### src/rtl/score_board_mp.sv
`default_nettype none
// ============================================================================
// Module  : score_board_mp
// Brief   : Register-file scoreboard with per-register pending counts, rolling
//           writer tags and youngest-first operand forwarding.
// Revision: 1.0
// ============================================================================
module score_board_mp #(
    parameter int NUM_RD    = 2,
    parameter int NUM_FWD   = 3,
    parameter int TAG_WIDTH = 2,
    parameter int XLEN      = 32,
    parameter int NREG      = 32,
    localparam int AW       = $clog2(NREG)
) (
    input  logic                         clk,
    input  logic                         rst,
    input  logic                         flush,
    input  logic                         alloc_en,
    input  logic [AW-1:0]                alloc_addr,
    output logic                         alloc_ready,
    output logic [TAG_WIDTH-1:0]         alloc_tag,
    input  logic                         ret_en,
    input  logic [AW-1:0]                ret_addr,
    input  logic [TAG_WIDTH-1:0]         ret_tag,
    input  logic [XLEN-1:0]              ret_data,
    input  logic [NUM_FWD-1:0]           fwd_en,
    input  logic [NUM_FWD*AW-1:0]        fwd_addr,
    input  logic [NUM_FWD*TAG_WIDTH-1:0] fwd_tag,
    input  logic [NUM_FWD*XLEN-1:0]      fwd_data,
    input  logic [NUM_RD-1:0]            rd_en,
    input  logic [NUM_RD*AW-1:0]         rd_addr,
    output logic [NUM_RD*XLEN-1:0]       rd_data,
    output logic [NUM_RD-1:0]            rd_valid
);

    logic [XLEN-1:0]      rf_q   [NREG];
    logic [XLEN-1:0]      rf_d   [NREG];
    logic [TAG_WIDTH-1:0] tag_q  [NREG];
    logic [TAG_WIDTH-1:0] tag_d  [NREG];
    logic [TAG_WIDTH-1:0] pend_q [NREG];
    logic [TAG_WIDTH-1:0] pend_d [NREG];

    // Retire order is trusted, so the commit tag never gates the write.
    logic unused_ret_tag;
    assign unused_ret_tag = ^ret_tag;

    // A full pending counter would let a new tag alias an in-flight one.
    assign alloc_ready = !flush && (pend_q[alloc_addr] != '1);
    assign alloc_tag   = tag_q[alloc_addr] + TAG_WIDTH'(1);

    generate
        for (genvar r = 0; r < NREG; r++) begin : g_reg
            if (r == 0) begin : g_zero
                assign rf_d[r]   = '0;
                assign tag_d[r]  = '0;
                assign pend_d[r] = '0;
            end else begin : g_live
                logic w_do_alloc;
                logic w_do_ret;
                assign w_do_alloc = alloc_en && alloc_ready && (alloc_addr == AW'(r));
                assign w_do_ret   = ret_en && (ret_addr == AW'(r));
                assign rf_d[r]    = w_do_ret ? ret_data : rf_q[r];
                assign tag_d[r]   = w_do_alloc ? tag_q[r] + TAG_WIDTH'(1) : tag_q[r];
                assign pend_d[r]  = flush                                   ? '0 :
                                    (w_do_alloc && !w_do_ret)               ? pend_q[r] + TAG_WIDTH'(1) :
                                    (w_do_ret && !w_do_alloc && pend_q[r] != '0) ? pend_q[r] - TAG_WIDTH'(1) :
                                    pend_q[r];
            end
        end
    endgenerate

    always_ff @(posedge clk or posedge rst) begin
        if (rst) begin
            rf_q   <= '{default: '0};
            tag_q  <= '{default: '0};
            pend_q <= '{default: '0};
        end else begin
            rf_q   <= rf_d;
            tag_q  <= tag_d;
            pend_q <= pend_d;
        end
    end

    generate
        for (genvar p = 0; p < NUM_RD; p++) begin : g_rd
            logic [AW-1:0]   w_addr;
            logic            w_hit;
            logic [XLEN-1:0] w_fdata;
            logic            w_clean;

            assign w_addr  = rd_addr[p*AW +: AW];
            assign w_clean = (pend_q[w_addr] == '0);

            // Scan oldest to youngest so the youngest matching stage wins.
            always_comb begin
                w_hit   = 1'b0;
                w_fdata = '0;
                for (int i = NUM_FWD - 1; i >= 0; i--) begin
                    if (fwd_en[i] && (fwd_addr[i*AW +: AW] == w_addr) &&
                        (fwd_tag[i*TAG_WIDTH +: TAG_WIDTH] == tag_q[w_addr])) begin
                        w_hit   = 1'b1;
                        w_fdata = fwd_data[i*XLEN +: XLEN];
                    end
                end
            end

            assign rd_valid[p] = rd_en[p] && ((w_addr == '0) || w_clean || w_hit);
            assign rd_data[p*XLEN +: XLEN] = (!rd_en[p] || (w_addr == '0)) ? '0 :
                                             w_clean ? rf_q[w_addr] :
                                             w_hit   ? w_fdata : '0;
        end
    endgenerate

endmodule
`default_nettype wire
### config.mk
export PLATFORM = sky130hd
export DESIGN_NAME = score_board_mp
export DESIGN_NICKNAME = d
export VERILOG_FILES = /design/src/rtl/score_board_mp.sv
export SDC_FILE = /design/constraint.sdc
export NUM_CORES = 2
export LEC_CHECK = 0
export CELL_PAD_IN_SITES_DETAIL_PLACEMENT = 0
export CELL_PAD_IN_SITES_GLOBAL_PLACEMENT = 1
export CORE_MARGIN = 4
export CORE_UTILIZATION = 35
export DETAILED_ROUTE_END_ITERATION = 8
export HOLD_SLACK_MARGIN = 0.15
export PLACE_DENSITY = 0.69
export SLEW_MARGIN = 20
export SYNTH_ARGS = -nofsm -noshare
export SYNTH_HDL_FRONTEND = slang
export SYNTH_SLANG_ARGS = --single-unit
### constraint.sdc
create_clock -name clk -period 33.5 [get_ports clk]
set_input_delay 3.35 -clock clk [delete_from_list [all_inputs] [get_ports clk]]
set_output_delay 3.35 -clock clk [all_outputs]
set_load 0.05 [all_outputs]
; ---- Word level (Yosys, flattened, before mapping)
; Cells that the tools add are included.
[totals]
inputBits = 181
elab_cells = 711
ff_bits = 1116
[op_classes]
n_reduce_logical = 308
muxes = 135
eq_ne = 75
bitwise_logic = 3
order_cmp = 3
addsub = 94
[op_table]
columns = cell, n
row1 = 32-bit two-way mux, 16
row2 = 32-bit binary-select mux with 5-bit select, 2
row3 = 2-bit two-way mux, 105
row4 = 1-bit logical AND, 171
row5 = "5-bit equality test, second input constant", 32
row6 = "2-bit by 1-bit adder with 2-bit output, second input constant", 63
row7 = 3-bit nonzero test, 31
row8 = "5-bit by 4-bit equality test with 1-bit output, second input constant", 16
row9 = 1-bit zero test, 65
row10 = 2-bit nonzero test, 31
row11 = "2-bit by 1-bit subtractor with 2-bit output, second input constant", 31
row12 = 2-bit binary-select mux with 5-bit select, 6
row13 = "5-bit by 3-bit equality test with 1-bit output, second input constant", 8
row14 = 5-bit equality test, 6
row15 = "5-bit by 2-bit equality test with 1-bit output, second input constant", 4
row16 = "6-bit greater-or-equal comparator, second input constant", 3
row17 = 5-bit inverter with 6-bit output, 3
row18 = 2-bit equality test, 6
row19 = "5-bit by 1-bit equality test with 1-bit output, second input constant", 2
row20 = 5-bit zero test, 2
row21 = 1-bit logical OR, 6
row22 = 1-bit two-way mux, 6
row23 = 2-bit zero test, 2
row24 = "2-bit inequality test, second input constant", 1

; ---- Depth between registers and ports, before layout
[logic_depth]
ltp_word = 14
mapped_depth = 13
ltp_nobuf = 8

; ---- Worst setup path after synthesis
; OpenSTA, ideal clock, no wires.
[synth_path]
path_type = in2out
start = in alloc_addr[1]
end = out alloc_tag[1]
arrival_ns = 6.750
n_path_buf = 4
path_slack_ns = 23.400
cell_stages = 8
path_cell_list = buf_2 buf_2 buf_2 buf_1 mux4_2 mux4_2 mux2i_1 xor2_1
[synth_between]
elab_chain_len = 5
[synth_rtl]
columns = item, line_no
row1 = from (decl), 20  ; input logic [AW-1:0] alloc_addr,
row2 = 5-bit inverter with 6-bit output (implied by the code), 50  ; assign alloc_tag = tag_q[alloc_addr] + TAG_WIDTH'(1);
row3 = 2-bit binary-select mux with 5-bit select, 50
row4 = 2-bit two-way mux (implied by the code) (2 in a row), 50
row5 = 2-bit by 1-bit adder with 2-bit output, 50
row6 = to (decl), 22  ; output logic [TAG_WIDTH-1:0] alloc_tag,
; No other way between the ends. The select of a mux whose other input is x is not followed.

; ---- Worst setup path after layout
[layout_path]
start = in rd_addr[2]
end = out rd_data[8]
[layout_between]
elab_chain_len = 12
elab_cells_between_ends = 34
cone_classes = eq/ne: 6 / mux: 18 / bitwise: 1 / reduce/logical: 9
[layout_rtl]
columns = item, line_no
row1 = from (decl), 32  ; input logic [NUM_RD*AW-1:0] rd_addr,
row2 = 5-bit inverter with 6-bit output (implied by the code), "93, 101, 110"
row3 = 2-bit binary-select mux with 5-bit select, 101  ; (fwd_tag[i*TAG_WIDTH +: TAG_WIDTH] == tag_q[w_addr])) begin
row4 = 2-bit two-way mux (implied by the code) (2 in a row), 101
row5 = 2-bit equality test, 101
row6 = 1-bit logical AND, 100  ; if (fwd_en[i] && (fwd_addr[i*AW +: AW] == w_addr) &&
row7 = 32-bit two-way mux or 1-bit two-way mux (tied branches) (3 in a row), 100
row8 = 32-bit two-way mux, 111  ; w_hit ? w_fdata : '0;
row9 = 32-bit two-way mux, 110  ; w_clean ? rf_q[w_addr] :
row10 = 32-bit two-way mux (*), 109  ; assign rd_data[p*XLEN +: XLEN] = (!rd_en[p] || (w_addr == '0)) ? '0 :
row11 = to (decl), 33  ; output logic [NUM_RD*XLEN-1:0] rd_data,
; Mark *: on every way between the ends. The rest lies on a longest branch, timed or not. The select of a mux whose other input is x is not followed.

==> run summary <==
share of cells above drive strength 1 - 45.6%
first-pass GRT wire length - 307,000 um
CTS root buf - clkbuf_16
Setup crit end kind - output pin
crit path cell chain - buf_6 > buf_4 > mux2_2 > a32oi_1 > nand3_1 > and4_1 > o2111ai_1 > or2_2 > nor2_1 > o31ai_1 > clkdlybuf4s50_1
vias in the first global route - 43,369
total congestion overflow - 0
Worst VDD drop - 0.0434 mV
worst min-delay path class - register to register
core area - 181,000 sq um
CP peak stage delay - 0.93 ns
wire per inst - 30.2 um
cell count after synthesis - 4,483
Post-CTS Setup Bufs - 0
area share of the largest cell type after synthesis - 43.8%
Tot GR Track Use - 22.0%
clock network fraction of design power - 34.3%
hpwl dp - 119,000 um
Via density - 6.09
die width - 435 um
sequential area share after synthesis - 43.8%
Hold Buf Count CTS - 0
pin count of the biggest net entering global routing - 175
number of detailed-route iterations in the first pass - 5
Internal Power - 0.00296 W
Slew Limit Headroom - 22.2%
multi-input logic area - 34,000 sq um
later-pin clock latency in the skew report - 0.73 ns
CTS tree - yes
Mapped Area - 63,700 sq um
Worst Path Max Fanout - 37
cell row count - 156
cell family with most CP delay - buffers and inverters
Sw Ratio - 27.6%
post-cts resize count - 0
Logic pwr share - 22.1%
DRT antenna net count - 0
ranking of synthesized cells by area - dfrtp_1 44%, mux4_2 22%, mux2_2 19%, clkbuf_1 1.6%, nand2_1 1.1%
Final Hold Violating Endpoints - 0
syn avg cell area - 14.2 sq um
fillers - 16,588
I/O Pins - 250
Fin Hold WS - 0.499 ns
RSZ-0062 raised after global routing - no
achievable frequency - 83.3 MHz
Unique masters post-synth - 65
slowest cell on the critical path - or2_2
WS Path Type - input port to output pin
syn nets - 4,664
Async SR Flop Fraction - 100%
Clock Sink Count - 1,116
Initial DRC Count - 3,752
Pleak - 29.8 nW
switching power total - 0.00113 W
final period demand of the worst path - 12.01 ns
Synth Register Bits - 1,116
# setup viols final - 0
most instantiated cells after synthesis - 1,116 x dfrtp_1, 1,064 x mux2_2, 621 x mux4_2
Slew Limit Fails - 0
Post-Route Skew - 0.0112 ns
Fin Setup TNS - 0 ns
Seq pwr share - 43.6%
CP startpoint kind - input port
Final Cycle Share - 35.8%
number of flops mapped to enable cells by yosys - 0
Vias - 42,296
Die Ht - 435 um
initial antenna violation count - 15
pwr dens - 56.5 nW/um^2
CTS H-Tree Depth - 3
CP required - 30.15 ns
Post-Layout Inst Area - 72,300 sq um
number of port buffers - 247
# DRC - 0
YS warnings - 0
area leader, netlist - dfrtp_1
drt total wl - 210,000 um
clk slew on worst S/H paths - 0.06 ns
register area - 27,900 sq um
Starting Density - 35.2%
Area growth, synth to finish - 13.5%
WP buf/inv - 3
most common flop cell mapped by yosys - dfrtp_1
dpl cell area - 68,100 sq um
crit path DAT - 8.66 ns
Routability Congestion - 0.815
top-count cell post-synth - dfrtp_1
CTS Buffer Depth - 3
CTS Buf Count - 121
outcome - complete, no violations
Max-cap violations - 0
die area - 189,000 sq um
Worst Max-Slew Pin Slew - 1.17 ns
nets@finish - 4,655
==> final timing paths <==
| path | from | endpoint | slack (ns) | cells past startpoint |
|---|---|---|---|---|
| min in group asynchronous | rst | rf_q[68]$_DFFE_PP0P_ | 3.13 | 2 |
| worst max register to register | pend_q[25]$_DFFE_PP0P_ | pend_q[8]$_DFFE_PP0P_ | 30.54 | 8 |
| worst min-delay path | rf_q[392]$_DFFE_PP0P_ | rf_q[392]$_DFFE_PP0P_ | 0.50 | 2 |
| max in group asynchronous | rst | rf_q[336]$_DFFE_PP0P_ | 27.32 | 6 |
| worst max-delay path | rd_addr[2] | rd_data[8] | 21.49 | 11 |
| worst min register to register | rf_q[392]$_DFFE_PP0P_ | rf_q[392]$_DFFE_PP0P_ | 0.50 | 2 |
==> routing by layer <==
layer  wire length, um  vias up  part of all wire (%)  global-route usage (%)
li1                  -    17394                     -                       -
met1             85300    23043                    41                    28.7
met2            104000     1482                    50                    37.0
met3             11400      367                   5.4                    3.05
met4              9040       10                   4.3                    9.42
met5                66        -                 0.031                       0
==> cells in the final DEF, fill, tap and decap left out, types with 16 or more instances in the layout <==
| cell type | n |
|---|---|
| dfrtp_1 | 1116 |
| mux2_2 | 1064 |
| mux4_2 | 621 |
| clkdlybuf4s50_1 | 232 |
| nand2_1 | 171 |
| clkbuf_16 | 123 |
| nor2_1 | 102 |
| o21ai_0 | 86 |
| nand4_1 | 76 |
| nand3_1 | 72 |
| buf_4 | 70 |
| a22o_1 | 67 |
| nand2b_1 | 56 |
| a211oi_1 | 56 |
| xnor2_1 | 52 |
| xor2_1 | 50 |
| a22oi_1 | 46 |
| o211ai_1 | 39 |
| a21oi_1 | 39 |
| mux2i_1 | 37 |
| nor3_1 | 29 |
| clkbuf_8 | 28 |
| clkinv_2 | 26 |
| or2_2 | 23 |
| a221oi_1 | 22 |
| clkbuf_1 | 20 |
| o21ai_1 | 18 |
| and2_1 | 16 |
==> sequential cells by signal, indices dropped and copies added (netlist names) <==
register,count
rf_q,992
pend_q,62
tag_q,62
==> power by group through the flow <==
stage	logic, W	registers (W)	clock network [W]
2_1_floorplan	0.000700	0.00174	0
3_3_place_gp	0.000891	0.00178	0
3_5_place_dp	0.000907	0.00179	0
4_1_cts	0.000909	0.00177	0.00143
5_1_grt	0.000961	0.00181	0.00149
6_report	0.000904	0.00178	0.00140
==> metrics by stage <==
step | worst slack (ns) | utilization, % | cells | total power (W)
6_report | 21.49 | 39.9 | 6947 | 0.00409
4_1_cts | 21.54 | 39.9 | 6937 | 0.00411
3_3_place_gp | 21.54 | 37.6 | 6720 | 0.00267
5_1_grt | 21.29 | 39.9 | 6939 | 0.00426
2_1_floorplan | 14.75 | - | 4483 | 0.00244
3_5_place_dp | 21.54 | 37.6 | 6720 | 0.00270
==> layout make-up <==
class,count,area share (%)
antenna,9,0.0312
clock buffer,170,4.88
clock inverter,47,0.850
inverter,9,0.0589
multi-input combinational,2902,47.1
sequential,1116,38.6
tap,2370,4.10
timing repair buffer,324,4.38
==> tightest hold or removal path: cells and delay by family (launching register included) <==
family	cells	cell delay [ns]
DFF	1	0.35
and+or+nand+nor	2	0.12
==> logic make-up after synthesis <==
logic type / share of synthesized area, %
simple gates: 5.06
xor+xnor: 1.40
compound gates: 4.98
buf+inv: 3.27
mux: 41.4
flops: 43.8
No activity file was read; power rests on OpenSTA's default activity.
